$ cat src/rtl/config_loader_if.sv
// config_loader_if
//   Groups the bitstream handshake and chain-side signals of config_loader.
//   Clock and reset stay plain ports on the module.
//   master : bitstream source / host (drives start, word_valid, word_data)
//   slave  : config_loader (drives word_ready, config_out, chain_shift_en,
//            busy, done, bit_count)
interface config_loader_if #(
  parameter int CHAIN_LEN = 32,
  parameter int WORD_W    = 8
);
  localparam int CNT_W = $clog2(CHAIN_LEN + 1);

  logic              start;
  logic              word_valid;
  logic [WORD_W-1:0] word_data;
  logic              word_ready;
  logic              config_out;
  logic              chain_shift_en;
  logic              busy;
  logic              done;
  logic [CNT_W-1:0]  bit_count;

  modport master (
    output start, word_valid, word_data,
    input  word_ready, config_out, chain_shift_en, busy, done, bit_count
  );

  modport slave (
    input  start, word_valid, word_data,
    output word_ready, config_out, chain_shift_en, busy, done, bit_count
  );
endinterface

$ cat src/rtl/config_loader.sv
// config_loader
//   Transmitter end of the serial configuration chain. Accepts WORD_W-bit
//   words over a valid/ready handshake and shifts them LSB first onto the
//   chain head, qualifying every real shift with chain_shift_en. Exactly
//   CHAIN_LEN bits are shifted per load; surplus bits of the last word are
//   dropped and no extra word is requested.
//   Ports:
//     config_clk   : clock shared with the chain
//     config_reset : synchronous, active-high reset
//     bus          : config_loader_if.slave (start, word_valid/word_data/
//                    word_ready handshake, config_out, chain_shift_en,
//                    busy, done, bit_count)
module config_loader #(
  parameter int CHAIN_LEN = 32,
  parameter int WORD_W    = 8
) (
  input  logic            config_clk,
  input  logic            config_reset,
  config_loader_if.slave  bus
);

  localparam int CNT_W = $clog2(CHAIN_LEN + 1);
  localparam int BL_W  = $clog2(WORD_W + 1);

  typedef enum logic [1:0] {IDLE, LOAD, DONE} state_t;

  state_t            state_q, state_d;
  logic [WORD_W-1:0] hreg_q, hreg_d;
  logic [BL_W-1:0]   bits_left_q, bits_left_d;
  logic [CNT_W-1:0]  bit_count_q, bit_count_d;

  logic shifting;
  logic word_ready;
  logic transfer;
  logic last_bit;

  // A bit is on the wire whenever LOAD holds buffered bits. A new word is
  // accepted when the buffer is empty or about to empty, but only while the
  // chain still needs more bits than are already buffered.
  always_comb begin
    shifting   = (state_q == LOAD) && (bits_left_q != '0);
    word_ready = (state_q == LOAD) && (bits_left_q <= BL_W'(1)) &&
                 ((int'(bit_count_q) + int'(bits_left_q)) < CHAIN_LEN);
    transfer   = word_ready && bus.word_valid;
    last_bit   = shifting && (int'(bit_count_q) == CHAIN_LEN - 1);
  end

  always_comb begin
    state_d     = state_q;
    hreg_d      = hreg_q;
    bits_left_d = bits_left_q;
    bit_count_d = bit_count_q;
    case (state_q)
      IDLE, DONE: begin
        if (bus.start) begin
          state_d     = LOAD;
          hreg_d      = '0;
          bits_left_d = '0;
          bit_count_d = '0;
        end
      end
      LOAD: begin
        if (shifting) begin
          hreg_d      = hreg_q >> 1;
          bits_left_d = bits_left_q - BL_W'(1);
          bit_count_d = bit_count_q + CNT_W'(1);
        end
        // A word landing on the same edge as the last buffered bit replaces
        // the drained buffer, giving gap-free streaming.
        if (transfer) begin
          hreg_d      = bus.word_data;
          bits_left_d = BL_W'(WORD_W);
        end
        // The final chain bit discards whatever is left of the current word.
        if (last_bit) begin
          state_d     = DONE;
          hreg_d      = '0;
          bits_left_d = '0;
        end
      end
      default: state_d = IDLE;
    endcase
  end

  always_ff @(posedge config_clk) begin
    if (config_reset) begin
      state_q     <= IDLE;
      hreg_q      <= '0;
      bits_left_q <= '0;
      bit_count_q <= '0;
    end else begin
      state_q     <= state_d;
      hreg_q      <= hreg_d;
      bits_left_q <= bits_left_d;
      bit_count_q <= bit_count_d;
    end
  end

  assign bus.word_ready     = word_ready;
  assign bus.config_out     = shifting & hreg_q[0];
  assign bus.chain_shift_en = shifting;
  assign bus.busy           = (state_q == LOAD);
  assign bus.done           = (state_q == DONE);
  assign bus.bit_count      = bit_count_q;

endmodule

$ cat src/flat_wrapper.sv
// flat-port wrapper written by rule: the top's interface ports become plain ports
module config_loader_flat 
#(
  parameter int CHAIN_LEN = 32,
  parameter int WORD_W    = 8
)
  (config_clk, config_reset, bus_start, bus_word_valid, bus_word_data, bus_word_ready, bus_config_out, bus_chain_shift_en, bus_busy, bus_done, bus_bit_count);
  config_loader_if #(.CHAIN_LEN(CHAIN_LEN), .WORD_W(WORD_W)) bus_i ();
  input  logic config_clk;
  input  logic config_reset;
  input wire logic [$bits(bus_i.start)-1:0] bus_start;
  input wire logic [$bits(bus_i.word_valid)-1:0] bus_word_valid;
  input wire logic [$bits(bus_i.word_data)-1:0] bus_word_data;
  output wire logic [$bits(bus_i.word_ready)-1:0] bus_word_ready;
  output wire logic [$bits(bus_i.config_out)-1:0] bus_config_out;
  output wire logic [$bits(bus_i.chain_shift_en)-1:0] bus_chain_shift_en;
  output wire logic [$bits(bus_i.busy)-1:0] bus_busy;
  output wire logic [$bits(bus_i.done)-1:0] bus_done;
  output wire logic [$bits(bus_i.bit_count)-1:0] bus_bit_count;
  assign bus_i.start = bus_start;
  assign bus_i.word_valid = bus_word_valid;
  assign bus_i.word_data = bus_word_data;
  assign bus_word_ready = bus_i.word_ready;
  assign bus_config_out = bus_i.config_out;
  assign bus_chain_shift_en = bus_i.chain_shift_en;
  assign bus_busy = bus_i.busy;
  assign bus_done = bus_i.done;
  assign bus_bit_count = bus_i.bit_count;
  config_loader #(.CHAIN_LEN(CHAIN_LEN), .WORD_W(WORD_W)) u_core (.config_clk(config_clk), .config_reset(config_reset), .bus(bus_i));
endmodule
$ cat config.mk
export PLATFORM = sky130hd
export DESIGN_NAME = config_loader_flat
export DESIGN_NICKNAME = d
export VERILOG_FILES = /design/src/rtl/config_loader_if.sv /design/src/rtl/config_loader.sv /design/src/flat_wrapper.sv
export SDC_FILE = /design/constraint.sdc
export NUM_CORES = 1
export LEC_CHECK = 0
export CAP_MARGIN = 20
export CELL_PAD_IN_SITES_DETAIL_PLACEMENT = 0
export CELL_PAD_IN_SITES_GLOBAL_PLACEMENT = 2
export CORE_ASPECT_RATIO = 1.4
export CORE_UTILIZATION = 29
export DETAILED_ROUTE_END_ITERATION = 7
export PLACE_DENSITY_LB_ADDON = 0.1
export SLEW_MARGIN = 10
export SYNTH_ARGS = -nofsm -noshare
export SYNTH_HDL_FRONTEND = slang
export SYNTH_SLANG_ARGS = --single-unit
export TNS_END_PERCENT = 100
$ cat constraint.sdc
create_clock -name config_clk -period 2.6 [get_ports config_clk]
set_clock_uncertainty 0.15 [all_clocks]
set_input_delay 0.52 -clock config_clk [delete_from_list [all_inputs] [get_ports config_clk]]
set_output_delay 0.52 -clock config_clk [all_outputs]
set_load 0.05 [all_outputs]
==> results.json, run 1 <==
{
  "drt_iter0_markers": 24,
  "clk-insertion-delay-late_ns": 0.26,
  "powerDensity_nw_per_um2": 524,
  "status": "finished clean",
  "grt_pass1_wl_mm": 4.29,
  "fin_setup_tns_ns": 0,
  "syn-cell-area_sq_um": 1080,
  "io_buffers": 22,
  "fp.dieArea_sq_um": 3980,
  "async_flop_share_pct": 0,
  "numCtsBuffers": 3,
  "dp_hpwl_mm": 1.98,
  "via_per_inst": 5.18,
  "ant_nets": 0,
  "leakage_uw": 0.000561,
  "worstHoldPathCells": 2,
  "start_kind": "flop",
  "ys_ff_latch": 20,
  "cap_violations": 0,
  "seqPwrFrac_pct": 41.4,
  "p_clk_share_pct": 39.7,
  "cts_setup_buffers": 0,
  "min_to": "u_core.hreg_q[7]$_SDFFE_PP0P_",
  "die_y_um": 74.2,
  "cts_resized": 0,
  "hold_class": "flop to flop",
  "critical_path_class": "flop to output pin",
  "final_common_cell": "dfxtp_1",
  "reg2reg_to": "u_core.hreg_q[0]$_SDFFE_PP0P_",
  "cp_max_fo": 6,
  "antenna_found_initial": 0,
  "timing.rr.start": "u_core.bits_left_q[3]$_SDFFE_PP0P_",
  "crit_path_top_delay_cell": "dfxtp_1",
  "synth_warnings": 0,
  "drive_above_1_share_pct": 14.9,
  "grt_max_degree": 13,
  "cpPeakStageDelay_ns": 0.39,
  "critical_path_arrival_ns": 1.77,
  "clock-sinks": 20,
  "insertedDiodeCount": 0,
  "most-common-layout-cells": "dfxtp_1, clkdlybuf4s50_1, nor2_1, a21oi_1, nand2_1",
  "cts_hold_buffers": 0,
  "h-tree-depth": 1,
  "fin_crit_sh_pct": 93.9,
  "synth_ff_type": "dfxtp_1",
  "synth_area_per_cell_sq_um": 9.08,
  "fp-row-count": 25,
  "r2r_setup_slack_ns": 0.39,
  "nets": 168,
  "synth-edff-count": 0,
  "wl_per_cell_um": 13.3,
  "synth_nets": 138,
  "clk_pin_slew_ns": 0.08,
  "setup_viol": 0,
  "grt_pass1_vias": 937,
  "fill_cells": 367,
  "critical_path_required_ns": 1.93,
  "initial_utilization_pct": 31.1,
  "synth_cells": 119,
  "layout_min_cycle_time_ns": 2.44,
  "fmax_ghz": 0.410,
  "power_frac_comb_pct": 18.9,
  "finalMaxSlewViolations": 0,
  "io_pins": 23,
  "switching_share_pct": 25.0,
  "wirelength_mm": 2.49,
  "worst_slew_pin_slew_ns": 0.495,
  "maxSlewHeadroom_pct": 66.9,
  "cts_tree": "done",
  "grtUsageTotal_pct": 14.6,
  "cts_buffer_depth": 2,
  "core_sq_um": 3470,
  "die_x_um": 53.6,
  "power_switching_uw": 195,
  "internal-power_uw": 585,
  "reg2regPathDepth": 6,
  "root_buffer": "clkbuf_8",
  "worst_hold_slack_ns": 0.349,
  "drt_first_pass_iters": 4,
  "worstPathCellList": "ha_1, a2111oi_4, o211ai_2, nor2_2, buf_12",
  "min_from": "u_core.hreg_q[7]$_SDFFE_PP0P_",
  "gp_congestion": 0.739,
  "vias": 974,
  "overflow": 0,
  "hold_viol_final": 0,
  "fin_util_pct": 42.9,
  "seq_area_frac_synth_pct": 37.0,
  "ys_types": 31,
  "drc": 0,
  "peakVddDrop_v": 0.000283,
  "endpoint_kind": "output pin",
  "rsz0062_at_grt": "no",
  "area_growth_pct": 37.7
}
metal layers:
| metal | share of wire, % | vias to the layer above | GRT usage (%) | wire length (um) |
|---|---|---|---|---|
| li1 | - | 492 | - | - |
| met1 | 43 | 458 | 17.6 | 1070 |
| met3 | 3.0 | 2 | 2.45 | 74 |
| met5 | 0 | - | 0 | 0 |
| met4 | 0.48 | 0 | 4.39 | 12 |
| met2 | 54 | 22 | 25.8 | 1340 |
flip-flops by register name (all words and copies together), names as in the netlist:
name and flops:
u_core.bits_left_q 4, u_core.state_q 2, u_core.bus.bit_count 6, u_core.hreg_q 8
area by class of cell:
type	count	area, sq um	area share [%]
clock inverters	1	30.0	2.02
well taps	40	50.0	3.36
clock buffers	3	41.3	2.77
flip-flops and latches	20	400	26.9
multi-input cells	91	653	43.9
repair buffers	28	295	19.8
inverters	5	18.8	1.26
worst max-delay path by stage:
stage / startpoint / to / slack (ns) / cells past startpoint
finish: u_core.bits_left_q[3]$_SDFFE_PP0P_ / bus_word_ready / 0.16 / 5
global route: u_core.bits_left_q[3]$_SDFFE_PP0P_ / bus_word_ready / 0.08 / 5
CTS: u_core.bits_left_q[3]$_SDFFE_PP0P_ / bus_word_ready / 0.13 / 5
detailed placement: bus_start / u_core.hreg_q[0]$_SDFFE_PP0P_ / 0.30 / 6
global placement: bus_start / u_core.bits_left_q[2]$_SDFFE_PP0P_ / 0.33 / 5
floorplan: u_core.bits_left_q[0]$_SDFFE_PP0P_ / bus_config_out / 0.06 / 5
power groups by stage:
stage	clock network (uW)	registers [uW]	logic, uW
after global routing	336	325	159
after CTS	319	323	148
after floorplan	0	331	83.5
after global placement	0	331	147
after detailed placement	0	330	147
final	310	323	147
cells by family (layout without fill, tap and decap cells):
family,Yosys count,count (layout),share of synthesized area (%)
AND/OR/NAND/NOR,47,47,25.1
AO/OA/AOI/OAI,33,33,23.5
flip-flops,20,20,37.0
buffers and inverters,8,37,3.01
adder cells (fa/ha/maj),7,7,8.10
XOR/XNOR,4,4,3.24
worst max-delay path: cells and delay by family (launching register included):
family	cells	cell delay, ns
buf+inv	1	0.15
fa+ha+maj	1	0.24
flops	1	0.39
simple gates	1	0.18
compound gates	2	0.55
stage by stage:
step                cells  setup WS [ns]  area (sq um)  total power (uW)
global placement      184          0.332          1420               478
floorplan             119         0.0616          1090               415
global route          188         0.0751          1490               819
detailed placement    184          0.301          1420               478
finish                188          0.159          1490               780
CTS                   188          0.128          1490               790
cell usage after synthesis, types with 2 or more instances:
library cell	n	area, sq um
a211oi_1	2	15.0
a21oi_1	10	50.1
a22oi_1	7	52.6
buf_2	2	10.0
dfxtp_1	20	400
ha_1	7	87.6
inv_1	5	18.8
nand2_1	8	30.0
nand2b_1	5	31.3
nand3b_1	2	15.0
nand4_1	4	25.0
nor2_1	13	48.8
nor3_1	6	30.0
nor3b_4	2	37.5
o21ai_0	2	10.0
o2bb2ai_1	6	52.6
xor2_1	4	35.0
(Power assumes the default switching activity.)
==> inputs of run 2 (changes only) <==
- GPL_ROUTABILITY_DRIVEN: default -> 0
- SKIP_CTS_REPAIR_TIMING: default -> 1
==> results of run 2 <==
Final layout, timing and power as in run 1 (identical DEF).
==> inputs of run 3 (changes only) <==
- CORE_MARGIN: default -> 3
==> results.json, run 3 (synthesized netlist as in run 1, its figures left out) <==
{
  "via_per_inst": 5.13,
  "ant_nets": 0,
  "cts_tree": "done",
  "worstPathCellList": "ha_1, a2111oi_4, o211ai_2, nor2_2, buf_12",
  "drt_iter0_markers": 26,
  "antenna_found_initial": 0,
  "wl_per_cell_um": 13.4,
  "power_frac_comb_pct": 20.9,
  "powerDensity_nw_per_um2": 478,
  "min_from": "u_core.hreg_q[7]$_SDFFE_PP0P_",
  "largest-register": "u_core.hreg_q",
  "wirelength_mm": 2.53,
  "clk_pin_slew_ns": 0.07,
  "grtUsageTotal_pct": 12.0,
  "busiest_layer": "met2",
  "status": "finished clean",
  "io_pins": 23,
  "largest_reg_flops": 8,
  "met3_usage_pct": 2.14,
  "peakVddDrop_v": 0.000212,
  "leakage_uw": 0.000554,
  "critical_path_class": "flop to output pin",
  "h-tree-depth": 1,
  "crit_buf_inv": 1,
  "place_area_sq_um": 1420,
  "fmax_ghz": 0.410,
  "fill_cells": 356,
  "initial_utilization_pct": 31.1,
  "most-common-layout-cells": "dfxtp_1, clkdlybuf4s50_1, nor2_1, a21oi_1, nand2_1",
  "internal-power_uw": 514,
  "start_kind": "flop",
  "use_met2_pct": 21.4,
  "drt_first_pass_iters": 4,
  "seqPwrFrac_pct": 45.9,
  "dp_hpwl_mm": 2.04,
  "cap_violations": 0,
  "cp_max_fo": 6,
  "overflow": 0,
  "layout_min_cycle_time_ns": 2.44,
  "switching_share_pct": 27.0,
  "worst_hold_slack_ns": 0.342,
  "area_growth_pct": 36.2,
  "cp_top_family": "compound AO/OA/AOI/OAI gates",
  "fin_setup_tns_ns": 0,
  "core_sq_um": 3470,
  "finalMaxSlewViolations": 0,
  "multiInputGateArea_sq_um": 653,
  "numCtsBuffers": 3,
  "die_x_um": 57.6,
  "startpoint": "u_core.bus.bit_count[3]$_SDFFE_PP0P_",
  "cpPeakStageDelay_ns": 0.38,
  "io_buffers": 22,
  "insertedDiodeCount": 0,
  "clock-sinks": 20,
  "design_area_sq_um": 1470,
  "total_power_uw": 705,
  "rsz0062_at_grt": "no",
  "fin_crit_sh_pct": 93.7,
  "die_y_um": 78.2,
  "nets": 168,
  "maxSlewHeadroom_pct": 66.3,
  "grt_pass1_vias": 924,
  "root_buffer": "clkbuf_8",
  "drc": 0,
  "fp.dieArea_sq_um": 4510,
  "cts_buffer_depth": 2,
  "clk-insertion-delay-late_ns": 0.26,
  "vias": 965,
  "grt_pass1_wl_mm": 4.22,
  "grt_max_degree": 13,
  "final_common_cell": "dfxtp_1",
  "hold_class": "flop to flop",
  "p_clk_share_pct": 33.3,
  "seq_area_sq_um": 400,
  "grt_use_met1_pct": 13.6,
  "timing.rr.start": "u_core.bus.bit_count[3]$_SDFFE_PP0P_",
  "power_switching_uw": 190,
  "crit_path_top_delay_cell": "dfxtp_1",
  "fp-row-count": 25,
  "worst_slew_pin_slew_ns": 0.504,
  "endpoint_kind": "output pin",
  "hold_viol_final": 0,
  "drive_above_1_share_pct": 14.9,
  "setup_viol": 0,
  "critical_path_required_ns": 1.93,
  "critical_path_arrival_ns": 1.77
}
## run 3: layout make-up
class	count	area share [%]
Timing Repair Buffer	28	20.1
Multi-Input combinational cell	91	44.4
Clock buffer	4	3.74
Tap cell	40	3.40
Inverter	5	1.27
Sequential cell	20	27.2
## run 3: stage by stage
step	utilization (%)	cells	worst slack, ns
after floorplan	-	119	0.0616
after global placement	40.8	184	0.334
after detailed placement	40.8	184	0.321
after CTS	42.4	188	0.130
after global routing	42.4	188	0.0506
final	42.4	188	0.163
## run 3: worst paths after layout
check / to / slack [ns] / cells past startpoint
setup reg to reg: u_core.hreg_q[1]$_SDFFE_PP0P_ / 0.41 / 6
hold reg to reg: u_core.hreg_q[7]$_SDFFE_PP0P_ / 0.34 / 2
setup / recovery: bus_word_ready / 0.16 / 5
hold / removal: u_core.hreg_q[7]$_SDFFE_PP0P_ / 0.34 / 2
## run 3: routing by layer
layer  part of all wire (%)  routed length, um  vias to the layer above
li1                       -                  -                      491
met5                      0                  0                        -
met4                    1.5                 38                        0
met3                    3.6                 90                        5
met1                     43               1080                      452
met2                     52               1320                       17
## run 3: worst reg2reg max path, delay by kind of cell, from the launching register on
family	cells	cell delay, ns
DFF	1	0.38
and+or+nand+nor	2	0.64
adders and majority gates	1	0.26
AOI/OAI and AO/OA	3	0.69
## run 3: power by group through the flow
stage                     logic, uW  registers, uW  clock network [uW]
after detailed placement        148            330                   0
after global placement          147            331                   0
final                           147            323                 235
after floorplan                83.5            331                   0
after CTS                       148            323                 244
after global routing            161            325                 258
